File: src/rtl/mraddr_ctrl_if.sv
// Memory-read address bus bundle: requester handshakes, memory handshake and
// returned data. master = requesters + memory side, slave = controller.
interface mraddr_ctrl_if;
  logic        fetch_req;
  logic        oper_req;
  logic [1:0]  oper_sel;
  logic [15:0] src;
  logic        mem_rd;
  logic        mem_rdy;
  logic [15:0] mem_data;
  logic [15:0] data_out;
  logic        fetch_ack;
  logic        oper_ack;
  logic        mem_err;
  logic        busy;

  modport master (
    output fetch_req, oper_req, oper_sel, mem_rdy, mem_data,
    input  src, mem_rd, data_out, fetch_ack, oper_ack, mem_err, busy
  );

  modport slave (
    input  fetch_req, oper_req, oper_sel, mem_rdy, mem_data,
    output src, mem_rd, data_out, fetch_ack, oper_ack, mem_err, busy
  );
endinterface

File: src/rtl/mraddr_ctrl.sv
// Memory-read address controller: fair fetch/operand arbitration, SRC select
// generation and a bounded-wait read handshake with a one-cycle acknowledge.
module mraddr_ctrl #(
  parameter int unsigned TIMEOUT = 15
) (
  input  logic         clk_i,
  input  logic         rst_i,
  mraddr_ctrl_if.slave bus
);

  typedef enum logic [1:0] {IDLE, READ, ACK} state_e;

  state_e      state_q, state_d;
  logic        oper_q, oper_d;
  logic [1:0]  sel_q, sel_d;
  logic        last_oper_q, last_oper_d;
  logic [7:0]  cnt_q, cnt_d;
  logic        err_q, err_d;
  logic [15:0] data_q, data_d;

  // On a tie the class that lost last time wins; a lone request always wins.
  logic grant_oper;
  assign grant_oper = bus.oper_req & (~bus.fetch_req | ~last_oper_q);

  always_ff @(posedge clk_i) begin
    if (rst_i) begin
      state_q     <= IDLE;
      oper_q      <= 1'b0;
      sel_q       <= 2'd0;
      last_oper_q <= 1'b1;
      cnt_q       <= 8'd0;
      err_q       <= 1'b0;
      data_q      <= 16'h0000;
    end else begin
      state_q     <= state_d;
      oper_q      <= oper_d;
      sel_q       <= sel_d;
      last_oper_q <= last_oper_d;
      cnt_q       <= cnt_d;
      err_q       <= err_d;
      data_q      <= data_d;
    end
  end

  always_comb begin
    state_d     = state_q;
    oper_d      = oper_q;
    sel_d       = sel_q;
    last_oper_d = last_oper_q;
    cnt_d       = cnt_q;
    err_d       = err_q;
    data_d      = data_q;
    case (state_q)
      IDLE: begin
        if (bus.fetch_req | bus.oper_req) begin
          state_d     = READ;
          oper_d      = grant_oper;
          last_oper_d = grant_oper;
          if (grant_oper) sel_d = bus.oper_sel;
          cnt_d       = 8'd0;
          err_d       = 1'b0;
        end
      end
      READ: begin
        // A response on the final wait cycle beats the timeout.
        if (bus.mem_rdy) begin
          data_d  = bus.mem_data;
          err_d   = 1'b0;
          state_d = ACK;
        end else if (cnt_q == 8'(TIMEOUT - 1)) begin
          data_d  = 16'hFFFF;
          err_d   = 1'b1;
          state_d = ACK;
        end else begin
          cnt_d = cnt_q + 8'd1;
        end
      end
      ACK:     state_d = IDLE;
      default: state_d = IDLE;
    endcase
  end

  // SRC: bit7 bus enable, bit4 index group, bit3 member within group.
  logic in_read, grp, mbr;
  always_comb begin
    in_read       = (state_q == READ);
    grp           = in_read & oper_q & ((sel_q == 2'd1) | (sel_q == 2'd2));
    mbr           = in_read & oper_q & (sel_q != 2'd1);
    bus.src       = {8'h00, in_read, 2'b00, grp, mbr, 3'b000};
    bus.mem_rd    = in_read;
    bus.fetch_ack = (state_q == ACK) & ~oper_q;
    bus.oper_ack  = (state_q == ACK) & oper_q;
    bus.mem_err   = (state_q == ACK) & err_q;
    bus.busy      = (state_q != IDLE);
    bus.data_out  = data_q;
  end

endmodule
File: src/flat_wrapper.sv
// flat-port wrapper written by rule: the top's interface ports become plain ports
module mraddr_ctrl_flat 
#(
  parameter int unsigned TIMEOUT = 15
)
  (clk_i, rst_i, bus_fetch_req, bus_oper_req, bus_oper_sel, bus_mem_rdy, bus_mem_data, bus_src, bus_mem_rd, bus_data_out, bus_fetch_ack, bus_oper_ack, bus_mem_err, bus_busy);
  mraddr_ctrl_if bus_i ();
  input  logic clk_i;
  input  logic rst_i;
  input wire logic [$bits(bus_i.fetch_req)-1:0] bus_fetch_req;
  input wire logic [$bits(bus_i.oper_req)-1:0] bus_oper_req;
  input wire logic [$bits(bus_i.oper_sel)-1:0] bus_oper_sel;
  input wire logic [$bits(bus_i.mem_rdy)-1:0] bus_mem_rdy;
  input wire logic [$bits(bus_i.mem_data)-1:0] bus_mem_data;
  output wire logic [$bits(bus_i.src)-1:0] bus_src;
  output wire logic [$bits(bus_i.mem_rd)-1:0] bus_mem_rd;
  output wire logic [$bits(bus_i.data_out)-1:0] bus_data_out;
  output wire logic [$bits(bus_i.fetch_ack)-1:0] bus_fetch_ack;
  output wire logic [$bits(bus_i.oper_ack)-1:0] bus_oper_ack;
  output wire logic [$bits(bus_i.mem_err)-1:0] bus_mem_err;
  output wire logic [$bits(bus_i.busy)-1:0] bus_busy;
  assign bus_i.fetch_req = bus_fetch_req;
  assign bus_i.oper_req = bus_oper_req;
  assign bus_i.oper_sel = bus_oper_sel;
  assign bus_i.mem_rdy = bus_mem_rdy;
  assign bus_i.mem_data = bus_mem_data;
  assign bus_src = bus_i.src;
  assign bus_mem_rd = bus_i.mem_rd;
  assign bus_data_out = bus_i.data_out;
  assign bus_fetch_ack = bus_i.fetch_ack;
  assign bus_oper_ack = bus_i.oper_ack;
  assign bus_mem_err = bus_i.mem_err;
  assign bus_busy = bus_i.busy;
  mraddr_ctrl #(.TIMEOUT(TIMEOUT)) u_core (.clk_i(clk_i), .rst_i(rst_i), .bus(bus_i));
endmodule
File: config.mk
export PLATFORM = sky130hd
export DESIGN_NAME = mraddr_ctrl_flat
export DESIGN_NICKNAME = d
export VERILOG_FILES = /design/src/rtl/mraddr_ctrl_if.sv /design/src/rtl/mraddr_ctrl.sv /design/src/flat_wrapper.sv
export SDC_FILE = /design/constraint.sdc
export NUM_CORES = 1
export LEC_CHECK = 0
export ABC_CLOCK_PERIOD_IN_PS = 2200
export BUFFER_PORTS_ARGS = -buffer_cell sky130_fd_sc_hd__clkbuf_2
export CAP_MARGIN = 20
export CORE_MARGIN = 2
export CORE_UTILIZATION = 47
export DETAILED_ROUTE_END_ITERATION = 8
export PLACE_DENSITY = 0.81
export REMOVE_ABC_BUFFERS = 1
export SYNTH_ARGS = -nofsm -noshare
export SYNTH_HDL_FRONTEND = slang
export SYNTH_SLANG_ARGS = --single-unit
File: constraint.sdc
create_clock -name clk_i -period 2.2 [get_ports clk_i]
set_input_delay 0.11 -clock clk_i [delete_from_list [all_inputs] [get_ports clk_i]]
set_output_delay 0.11 -clock clk_i [all_outputs]
set_load 0.1 [all_outputs]
Yosys cells after proc, flatten, opt, wreduce, memory -nomap -nowiden
Cells that the tools add are included.

Word-level logic and storage cells: 55. Flip-flop bits (word level): 31. Bits of input ports: 23.

Reduce and logical (&&, ||, !) cells: 10. $add $sub $neg: 1. Bitwise operators: 13. Equality and inequality tests: 10. Multiplexer cells: 14.

Operator list (count): 2-to-1 mux 16 bit (2); 2-to-1 mux 8 bit (3); one-hot mux 8 bit (2 select lines) (1); adder 8 x 1 -> 8 bit (second input constant) (1); == test 8 x 4 -> 1 bit (second input constant) (1); AND 1 bit (7); 2-to-1 mux 2 bit (3); AND reduction 2 bit (3); AND reduction 3 bit (2); nonzero test 2 bit (3); == test 2 x 1 -> 1 bit (second input constant) (2); == test 2 bit (second input constant) (2); != test 2 x 1 -> 1 bit (second input constant) (2); != test 2 bit (second input constant) (2); one-hot mux 2 bit (2 select lines) (1); AND reduction 4 bit (1); 2-to-1 mux 1 bit (3); != test 3 x 2 -> 1 bit (second input constant) (1); NOT 1 bit (3); bitwise OR 1 bit (3); logical NOT 2 bit (1); one-hot mux 1 bit (2 select lines) (1).

Logic depth before layout (Yosys ltp)
Gate-level depths: netlist of run 1.

Depth in word-level cells: 4. Mapped depth: 7. Mapped depth without buffers: 6.

Least setup slack after synthesis of run 1
No wires, ideal clock.

Path kind: register to output. From: register u_core.state_q[1]. To: output bus_mem_err. Arrival time: 2634 ps. Stages on the path, launching flop included: 3. Slack: -544 ps. Data required time: 2090 ps. Buffers on the path: 0. Path through: dfxtp_1 inv_1 nor3b_1.

Cells in the longest elaborated chain, start to end: 2.

RTL lines: start, declared (RTL line mraddr_ctrl.sv:13) `state_e state_q, state_d;`; start signal, assigned (RTL line mraddr_ctrl.sv:35) `state_q <= state_d;`; == test 2 bit (RTL line mraddr_ctrl.sv:93) `bus.mem_err = (state_q == ACK) & err_q;`; AND 1 bit (RTL line mraddr_ctrl.sv:93); end, declared (RTL line flat_wrapper.sv:20) `output wire logic [$bits(bus_i.mem_err)-1:0] bus_mem_err;`.

No other way between the ends.

Final worst setup path of run 1
From: register u_core.state_q[0]. To: output bus_src[3].

Cells in the longest elaborated chain, start to end: 3.

RTL lines: == test 2 x 1 -> 1 bit (RTL line mraddr_ctrl.sv:86) `in_read = (state_q == READ);`; AND 1 bit (2 in a row) (RTL line mraddr_ctrl.sv:88) `mbr = in_read & oper_q & (sel_q != 2'd1);`; end, declared (RTL line flat_wrapper.sv:15) `output wire logic [$bits(bus_i.src)-1:0] bus_src;`.

No other way between the ends.

==> summary.md, run 1 <==
| Metric | Value |
|---|---|
| Worst-Skew Late Latency | `0.33 ns` |
| Mapped Area | `0.00143 mm2` |
| Post-Place Cells | `219` |
| Setup Fix Bufs, Post-CTS | `0` |
| Ys flop type | `dfxtp_1` |
| CP Class | `reg2out` |
| Seq cells post-synth | `31` |
| CTS tree | `yes` |
| Diodes inserted | `0` |
| Avg Cell Area, Syn | `9.38 um2` |
| PnR worst setup slack | `0.368 ns` |
| Reg2Reg Setup Slack | `0.37 ns` |
| Placed wire-length estimate | `2.24 mm` |
| Final RePlAce weighted congestion | `0.759` |
| Routed Antenna Nets | `0` |
| Worst EP arrival | `1.72 ns` |
| H-tree depth | `2` |
| Port-buffer cells | `46` |
| Final Util | `0.594` |
| I/O pin cnt | `60` |
| Nets | `221` |
| Final Setup Violations | `0` |
| Number of global-route vias before repair | `1100` |
| Tcrit/Tclk final | `0.833` |
| EDFF count, synth | `0` |
| Slew @ Worst Pin | `0.785 ns` |
| Pwr/cell area | `909 mW/mm2` |
| Vias | `1245` |
| Filler-free cell count of the finished design | `227` |
| Num rows | `19` |
| Warnings, synthesis | `0` |
| Drt first-iter violations | `37` |
| RSZ-0062 raised after global routing | `no` |
| Cell area after layout | `0.00168 mm2` |
| First-pass GRT wire length | `4.86 mm` |
| Fin. Hold Viols | `0` |
| Dpl cell area | `0.00159 mm2` |
| Pre-Repair DR Iteration Count | `4` |
| Outcome | `finished clean` |
| Crit-path slowest cell | `clkbuf_2` |
| CP Capture Type | `primary output` |
| Initial antenna violation count | `0` |
| CP Max Fanout | `7` |
| Relative slew slack | `0.473` |
| Max Root-Sink Buffers | `2` |
| WL per Instance | `13.2 um` |
| Layout area overhead | `17.9%` |
| Hold Path Class | `in2reg` |
| CTS root buffer | `clkbuf_4` |
| Clock sinks | `31` |
| Largest net degree at the start of global routing | `19` |
| LEAKAGE | `0.000753 uW` |
| Async SR Flop Fraction | `0` |
| Post-cts hold buffer count | `0` |
| Initial core utilization | `0.504` |
| Max_cap viols | `0` |
| Max frequency | `546 MHz` |
| Cts bufs inserted | `5` |
| Std-Cell Core Area | `0.00283 mm2` |
| Post-layout power | `1530 uW` |
| Total gr overflow | `0` |
| Library cells used by synthesis | `35` |
| CTS resizes | `0` |
| Fin crit period | `1.83 ns` |
| Final Slew Violations | `0` |
| Data required time of the worst path | `2.09 ns` |
| Number of remaining DRC errors | `0` |
| Commonest cells after routing, fill and taps aside | `46 x clkbuf_2, 31 x dfxtp_1, 16 x o221a_1` |
| Startpoint Class | `flop` |
| Die Ht | `59.1 um` |
| Commonest non-fill, non-tap cell in the layout | `clkbuf_2` |
| CTS clk-pin slew, worst paths | `0.10 ns` |
| Critical-path cell list | `nand2b_1, inv_2, nand2_1, nor2_1, clkbuf_2` |
| Crit path largest cell delay | `0.46 ns` |
| Total Wirelength | `3.00 mm` |
| Fraction of final layout cells sized beyond drive strength 1 | `0.301` |
| Max VDD drop | `0.000491 V` |
| Total track usage | `0.188` |
| Clock skew | `0.00542 ns` |
| Die Width | `59.1 um` |
| Die area | `0.00349 mm2` |
| Sequential element share of the synthesized area | `0.435` |
| Synthesized instance count | `152` |
| Routed vias/inst | `5.48` |
| Placement Setup Slack | `0.380 ns` |
-- final cells by class --
class	instances	area, um2
Clock buffer	6	51.3
Clock inverter	2	35.0
Fill cell	254	1150
Inverter	8	30.0
Multi-Input combinational cell	103	674
Sequential cell	31	621
Tap cell	31	38.8
Timing Repair Buffer	46	230
-- state kept, by name, indices dropped and copies added, names as in the netlist --
register	cells
u_core.bus.data_out	16
u_core.cnt_q	8
u_core.sel_q	2
u_core.state_q	2
u_core.err_q	1
u_core.last_oper_q	1
u_core.oper_q	1
-- metal layers --
layer,vias to the layer above,part of all wire,global-route usage
li1,617,-,-
met4,0,0.017,0.0779
met1,571,0.42,0.222
met5,-,0,0
met3,6,0.058,0.0590
met2,51,0.50,0.316
-- cell families after synthesis --
logic type,Yosys count,share of synthesized area
AND/OR/NAND/NOR,44,0.167
AO/OA/AOI/OAI,41,0.232
flip-flops,31,0.435
buffers and inverters,30,0.123
adder cells (fa/ha/maj),3,0.0263
multiplexers,2,0.0140
other,1,0.00263
-- critical path: cells and delay by family (launching register included) --
family | cells | cell delay (ns)
buf+inv | 2 | 0.60
flops | 1 | 0.44
simple gates | 3 | 0.36
-- path summary, 6_finish.rpt --
| check | startpoint | endpoint | cells after the start |
|---|---|---|---|
| worst max-delay path | u_core.state_q[0] | bus_src[3] | 5 |
| worst min-delay path | bus_oper_sel[0] | u_core.sel_q[0] | 3 |
| worst max register to register | u_core.cnt_q[0] | u_core.bus.data_out[15] | 6 |
| worst min register to register | u_core.last_oper_q | u_core.last_oper_q | 2 |
-- synthesized netlist by cell type (2+ instances only) --
library cell | instances | share of area
o21ai_0 | 4 | 0.014
clkbuf_1 | 4 | 0.011
nand3_1 | 12 | 0.042
nand2b_1 | 2 | 0.0088
o21a_1 | 2 | 0.011
or3_1 | 2 | 0.0088
mux2i_1 | 2 | 0.014
inv_1 | 6 | 0.016
nor3_1 | 5 | 0.018
buf_2 | 2 | 0.0070
o221a_1 | 16 | 0.13
nand2_1 | 6 | 0.016
dfxtp_1 | 31 | 0.44
a21oi_1 | 11 | 0.039
nor3b_1 | 2 | 0.011
buf_4 | 16 | 0.084
a31oi_1 | 2 | 0.0088
nor2_1 | 7 | 0.018
ha_1 | 3 | 0.026
and3_1 | 2 | 0.0088
-- stage by stage --
step                hold WS, ns  TNS [ns]
floorplan                 0.179     -2.66
global placement          0.344         0
detailed placement        0.366         0
CTS                      0.0118         0
global route             0.0156         0
finish                   0.0203         0
-- report_power, final --
| group | internal (uW) | total (uW) | leakage [uW] | switching (uW) |
|---|---|---|---|---|
| Clock | 268 | 464 | 0.0000482 | 196 |
| Sequential | 592 | 613 | 0.000253 | 20.2 |
| Combinational | 67.4 | 450 | 0.000452 | 383 |
(Power assumes the default switching activity.)
==> run 2, diff against run 1 <==
--- a/config.mk
+++ b/config.mk
@@ -5,11 +5,12 @@
 export SDC_FILE = /design/constraint.sdc
 export NUM_CORES = 1
 export LEC_CHECK = 0
-export ABC_CLOCK_PERIOD_IN_PS = 2200
+export ABC_AREA = 1
+export ABC_CLOCK_PERIOD_IN_PS = 1700
 export BUFFER_PORTS_ARGS = -buffer_cell sky130_fd_sc_hd__clkbuf_2
 export CAP_MARGIN = 20
 export CORE_MARGIN = 2
-export CORE_UTILIZATION = 47
+export CORE_UTILIZATION = 49
 export DETAILED_ROUTE_END_ITERATION = 8
 export PLACE_DENSITY = 0.81
 export REMOVE_ABC_BUFFERS = 1
==> constraint.sdc (replaced) <==
create_clock -name clk_i -period 1.7 [get_ports clk_i]
set_input_delay 0.085 -clock clk_i [delete_from_list [all_inputs] [get_ports clk_i]]
set_output_delay 0.085 -clock clk_i [all_outputs]
set_load 0.1 [all_outputs]
==> summary.md, run 2 <==
| Metric | Value |
|---|---|
| LEAKAGE | `0.00102 uW` |
| CTS clk-pin slew, worst paths | `0.10 ns` |
| Vias | `1551` |
| Seq cells post-synth | `31` |
| Fin. Hold Viols | `0` |
| Synthesized instance count | `240` |
| CTS root buffer | `clkbuf_4` |
| Total track usage | `0.187` |
| Setup_tns | `0 ns` |
| Final Slew Violations | `0` |
| Compound-Gate Fraction of Synth Area | `0.124` |
| CTS tree | `yes` |
| Largest family of logic cells by synthesized area | `simple AND/OR/NAND/NOR gates` |
| CP Class | `reg2out` |
| Port-buffer cells | `46` |
| Sequential element share of the synthesized area | `0.370` |
| Count leader, synth | `nor2_1` |
| Max VDD drop | `0.000538 V` |
| Tcrit/Tclk final | `0.935` |
| Max Root-Sink Buffers | `2` |
| Routed Antenna Nets | `0` |
| Placed wire-length estimate | `2.52 mm` |
| Drt first-iter violations | `47` |
| Fraction of final layout cells sized beyond drive strength 1 | `0.293` |
| Startpoint Class | `flop` |
| Synth area leaders | `dfxtp_1 37%, nor2_1 12%, nand2_1 7.6%` |
| Crit-path slowest cell | `clkbuf_2` |
| Fin crit period | `1.59 ns` |
| Post-synthesis mux area share | `0` |
| Post-synth top cells | `54 x nor2_1, 34 x nand2_1, 31 x dfxtp_1, 29 x inv_1, 17 x nand3_1` |
| Library cells used by synthesis | `24` |
| Total Wirelength | `3.46 mm` |
| Comb pwr share | `0.385` |
| Final Util | `0.587` |
| Die area | `0.00391 mm2` |
| Max reg flops | `16` |
| WL per Instance | `10.4 um` |
| Commonest cells after routing, fill and taps aside | `54 x nor2_1, 44 x clkbuf_2, 34 x nand2_1` |
| Filler-free cell count of the finished design | `333` |
| Switching Fraction | `0.468` |
| Initial core utilization | `0.507` |
| Mapped Area | `0.00168 mm2` |
| Routed vias/inst | `4.66` |
| Number of global-route vias before repair | `1355` |
| Seq pwr share | `0.408` |
| Max frequency | `629 MHz` |
| Avg Cell Area, Syn | `7.00 um2` |
| Number of remaining DRC errors | `0` |
| Post-Place Cells | `323` |
| Critical-path cell list | `inv_1, nor2_4, buf_4, clkbuf_2` |
| Pre-Repair DR Iteration Count | `4` |
| Max_cap viols | `0` |
| Total gr overflow | `0` |
| Cts bufs inserted | `5` |
| CP Max Fanout | `5` |
| Warnings, synthesis | `0` |
| Worst EP arrival | `1.50 ns` |
| CP Capture Type | `primary output` |
| Initial antenna violation count | `0` |
| Data required time of the worst path | `1.62 ns` |
| Yosys top cell area share | `0.370` |
| Worst-Skew Late Latency | `0.33 ns` |
| Sw Pwr | `936 uW` |
| Clock network power share | `0.207` |
| Clock sinks | `31` |
| I/O pin cnt | `60` |
| Post-Synth XOR/XNOR Area | `0` |
| Outcome | `finished clean` |
| Commonest non-fill, non-tap cell in the layout | `nor2_1` |
| Ys flop type | `dfxtp_1` |
| Post-synthesis simple-gate area fraction | `0.288` |
| Diodes inserted | `0` |
| H-tree depth | `2` |
| Int Power | `1060 uW` |
| Worst Path Buf+Inv | `3` |
| Hold Path Class | `in2reg` |
| Die Width | `62.5 um` |
| Pwr/cell area | `1030 mW/mm2` |
| RSZ-0062 raised after global routing | `no` |
| Largest net degree at the start of global routing | `18` |
| EDFF count, synth | `0` |
| Final Setup Violations | `0` |
| First-pass GRT wire length | `5.87 mm` |
| Num rows | `21` |
| Final RePlAce weighted congestion | `0.862` |
| Synth Area in Adders | `0.0224` |
| Nets | `312` |
| Async SR Flop Fraction | `0` |
| Slew @ Worst Pin | `0.548 ns` |
| Cell family with most CP delay | `buffers and inverters` |
| Relative slew slack | `0.636` |
| Crit path largest cell delay | `0.45 ns` |
| Post-synth top area cell | `dfxtp_1` |
| Die Ht | `62.5 um` |
| Layout area overhead | `15.8%` |
| Std-Cell Core Area | `0.00331 mm2` |
| Post-cts hold buffer count | `0` |
| Clock skew | `0.00674 ns` |
## run 2: logic make-up after synthesis
logic type / count (synthesis)
buf+inv: 59
compound gates: 32
flops: 31
fa+ha+maj: 3
simple gates: 114
other cells: 1
## run 2: worst min-delay path: cells and delay by family
family / cells / cell delay, ns
AO/OA/AOI/OAI: 2 / 0.17
buffers and inverters: 1 / 0.07
## run 2: layout make-up
cell class                 count  area, um2
clock buffer                   5       37.5
sequential                    31        621
inverter                      37        144
tap                           46       57.6
fill                         332       1370
multi-input combinational    162        787
clock inverter                 3       15.0
timing repair buffer          49        283
## run 2: what timing repair did
action,in CTS,in global routing
setup buffers,0,2
endpoints found under the setup margin,2,2
pin swaps,0,1
resized for setup,0,2
cloned,0,0
## run 2: path summary, 6_finish.rpt
path                      from              end  slack, ns  cells after the start
max          u_core.state_q[0]       bus_mem_rd       0.11                      4
min            bus_oper_sel[1]  u_core.sel_q[1]       0.03                      3
max reg2reg    u_core.cnt_q[0]  u_core.cnt_q[5]       0.22                      9
min reg2reg    u_core.sel_q[0]  u_core.sel_q[0]       0.46                      2
## run 2: per-layer routing
metal	vias up	track usage	wire, um
li1	805	-	-
met1	684	0.234	1600
met2	57	0.305	1580
met3	5	0.0541	230
met4	0	0.0722	46
met5	-	0	0
## run 2: power groups by stage
stage	clock network (uW)	registers [uW]	logic, uW
6_report	413	816	770
5_1_grt	458	824	813
4_1_cts	428	816	755
3_5_place_dp	0	832	755
3_3_place_gp	0	831	749
2_1_floorplan	0	1060	397
## run 2: per-stage QoR
stage	power [uW]	setup slack (ns)	hold slack [ns]	instance area (um2)
after detailed placement	1590	0.252	0.378	1870
after floorplan	1460	-2.15	0.154	1540
after global routing	2100	0.0398	0.0681	1940
after CTS	2000	-0.0739	0.0246	1920
final	2000	0.110	0.0290	1940
after global placement	1580	0.292	0.365	1870
==> run 3, diff against run 2 <==
--- a/config.mk
+++ b/config.mk
@@ -12,8 +12,9 @@
 export CORE_MARGIN = 2
 export CORE_UTILIZATION = 49
 export DETAILED_ROUTE_END_ITERATION = 8
-export PLACE_DENSITY = 0.81
+export PLACE_DENSITY = 0.8
 export REMOVE_ABC_BUFFERS = 1
+export SKIP_LAST_GASP = 1
 export SYNTH_ARGS = -nofsm -noshare
 export SYNTH_HDL_FRONTEND = slang
 export SYNTH_SLANG_ARGS = --single-unit
==> constraint.sdc (replaced) <==
create_clock -name clk_i -period 1.7 [get_ports clk_i]
set_input_delay 0.34 -clock clk_i [delete_from_list [all_inputs] [get_ports clk_i]]
set_output_delay 0.34 -clock clk_i [all_outputs]
set_load 0.1 [all_outputs]
==> summary.md, run 3 (same netlist as run 2, synthesis figures left out) <==
| Metric | Value |
|---|---|
| Outcome | `finished clean` |
| Dpl cell area | `0.00197 mm2` |
| Routed Antenna Nets | `0` |
| Data required time of the worst path | `1.36 ns` |
| Final Setup Violations | `0` |
| Pre-Repair DR Iteration Count | `4` |
| Placed wire-length estimate | `2.66 mm` |
| Number of global-route vias before repair | `1484` |
| Layout fillers | `310` |
| Max reg flops | `16` |
| Tcrit/Tclk final | `0.979` |
| H-tree depth | `2` |
| Total gr overflow | `0` |
| FF-to-FF Start | `u_core.cnt_q[0]` |
| Vias | `1563` |
| Total track usage | `0.197` |
| Post-cts hold buffer count | `0` |
| Worst Path Buf+Inv | `2` |
| Worst EP arrival | `1.32 ns` |
| Num rows | `21` |
| Setup Fix Bufs, Post-CTS | `0` |
| CP Capture Type | `primary output` |
| Commonest cells after routing, fill and taps aside | `54 x nor2_1, 38 x clkbuf_2, 34 x nand2_1` |
| Startpoint Class | `flop` |
| Std-Cell Core Area | `0.00331 mm2` |
| CP Max Fanout | `2` |
| First-pass GRT wire length | `6.30 mm` |
| Worst Setup SP | `u_core.sel_q[1]` |
| Initial core utilization | `0.507` |
| Layout area overhead | `23.8%` |
| I/O pin cnt | `60` |
| Final Slew Violations | `0` |
| Crit-path slowest cell | `dfxtp_2` |
| Clock skew | `0.0120 ns` |
| Slew @ Worst Pin | `0.548 ns` |
| Cell family with most CP delay | `flip-flops` |
| Min-delay src | `bus_mem_data[9]` |
| WL per Instance | `10.7 um` |
| Cts bufs inserted | `5` |
| Worst-Skew Late Latency | `0.32 ns` |
| Relative slew slack | `0.636` |
| Port-buffer cells | `46` |
| Largest net degree at the start of global routing | `18` |
| Max frequency | `601 MHz` |
| Placement Setup Slack | `0.200 ns` |
| Pwr/cell area | `1030 mW/mm2` |
| Diodes inserted | `0` |
| Routed vias/inst | `4.68` |
| PnR worst setup slack | `0.0361 ns` |
| Clock sinks | `31` |
| Fin crit period | `1.66 ns` |
| Total Wirelength | `3.59 mm` |
| Critical-path cell list | `inv_2, ha_4, nor3_4, buf_12` |
| Die area | `0.00391 mm2` |
| Nets | `313` |
| CTS clk-pin slew, worst paths | `0.10 ns` |
| Commonest non-fill, non-tap cell in the layout | `nor2_1` |
| Die Ht | `62.5 um` |
| Crit path largest cell delay | `0.33 ns` |
| Fin. Hold Viols | `0` |
| CTS tree | `yes` |
| Die Width | `62.5 um` |
| Drt first-iter violations | `58` |
| LEAKAGE | `0.00106 uW` |
| Number of remaining DRC errors | `0` |
| Fraction of final layout cells sized beyond drive strength 1 | `0.316` |
| Max VDD drop | `0.000620 V` |
| Final RePlAce weighted congestion | `0.894` |
| Max_cap viols | `0` |
| RSZ-0062 raised after global routing | `yes` |
| CP Class | `reg2out` |
| Max Root-Sink Buffers | `2` |
| Initial antenna violation count | `0` |
| Hold Path Class | `in2reg` |
| CTS root buffer | `clkbuf_4` |
| Cell area after layout | `0.00208 mm2` |
## run 3: cell count changes in the layout (fill, tap and decap cells not counted), moves of 3 or more
cell,previous run,this run
clkbuf_2,44,38
buf_12,2,7
clkinv_2,3,0
dfxtp_2,0,3
dfxtp_1,31,28
## run 3: layout make-up
cell class / count / area, um2 / area share
multi-input combinational: 162 / 812 / 0.391
sequential: 31 / 624 / 0.300
timing repair buffer: 50 / 368 / 0.177
inverter: 37 / 144 / 0.0692
clock buffer: 7 / 65.1 / 0.0313
tap: 46 / 57.6 / 0.0277
clock inverter: 1 / 7.51 / 0.00361
## run 3: report_power, final
group / switching (uW) / internal, uW / total (uW)
Combinational: 662 / 165 / 826
Sequential: 36.7 / 782 / 819
Clock: 252 / 242 / 494
Total: 950 / 1190 / 2140
## run 3: through the flow
stage	TNS (ns)	total power, uW	utilization	std cells	hold WS, ns
floorplan	-17.47	1460	-	230	0.409
global placement	0	1620	0.594	326	0.442
finish	0	2140	0.628	334	0.338
detailed placement	0	1640	0.594	326	0.446
CTS	-0.0104	2140	0.627	334	0.309
global route	-0.00474	2230	0.628	334	0.358
## run 3: worst paths after layout
path,endpoint,slack [ns],cells past startpoint
setup reg to reg,u_core.cnt_q[5],0.19,9
setup / recovery,bus_src[4],0.04,4
hold reg to reg,u_core.err_q,0.47,2
hold / removal,u_core.bus.data_out[9],0.34,5
## run 3: metal layers
layer  global-route usage  part of all wire  vias up
met5                    0                 0        -
met4               0.0889             0.013        0
met3               0.0432             0.061        4
met2                0.344              0.47       56
met1                0.230              0.45      694
li1                     -                 -      809
## run 3: worst min-delay path: cells and delay by family
| family | cells | cell delay (ns) |
|---|---|---|
| AO/OA/AOI/OAI | 1 | 0.08 |
| buffers and inverters | 2 | 0.13 |
| AND/OR/NAND/NOR | 2 | 0.09 |
## run 3: what timing repair did
action,CTS,global route
gates resized for setup,6,4
hold endpoints to repair,0,0
pin swaps,2,1
setup endpoints to repair,2,2
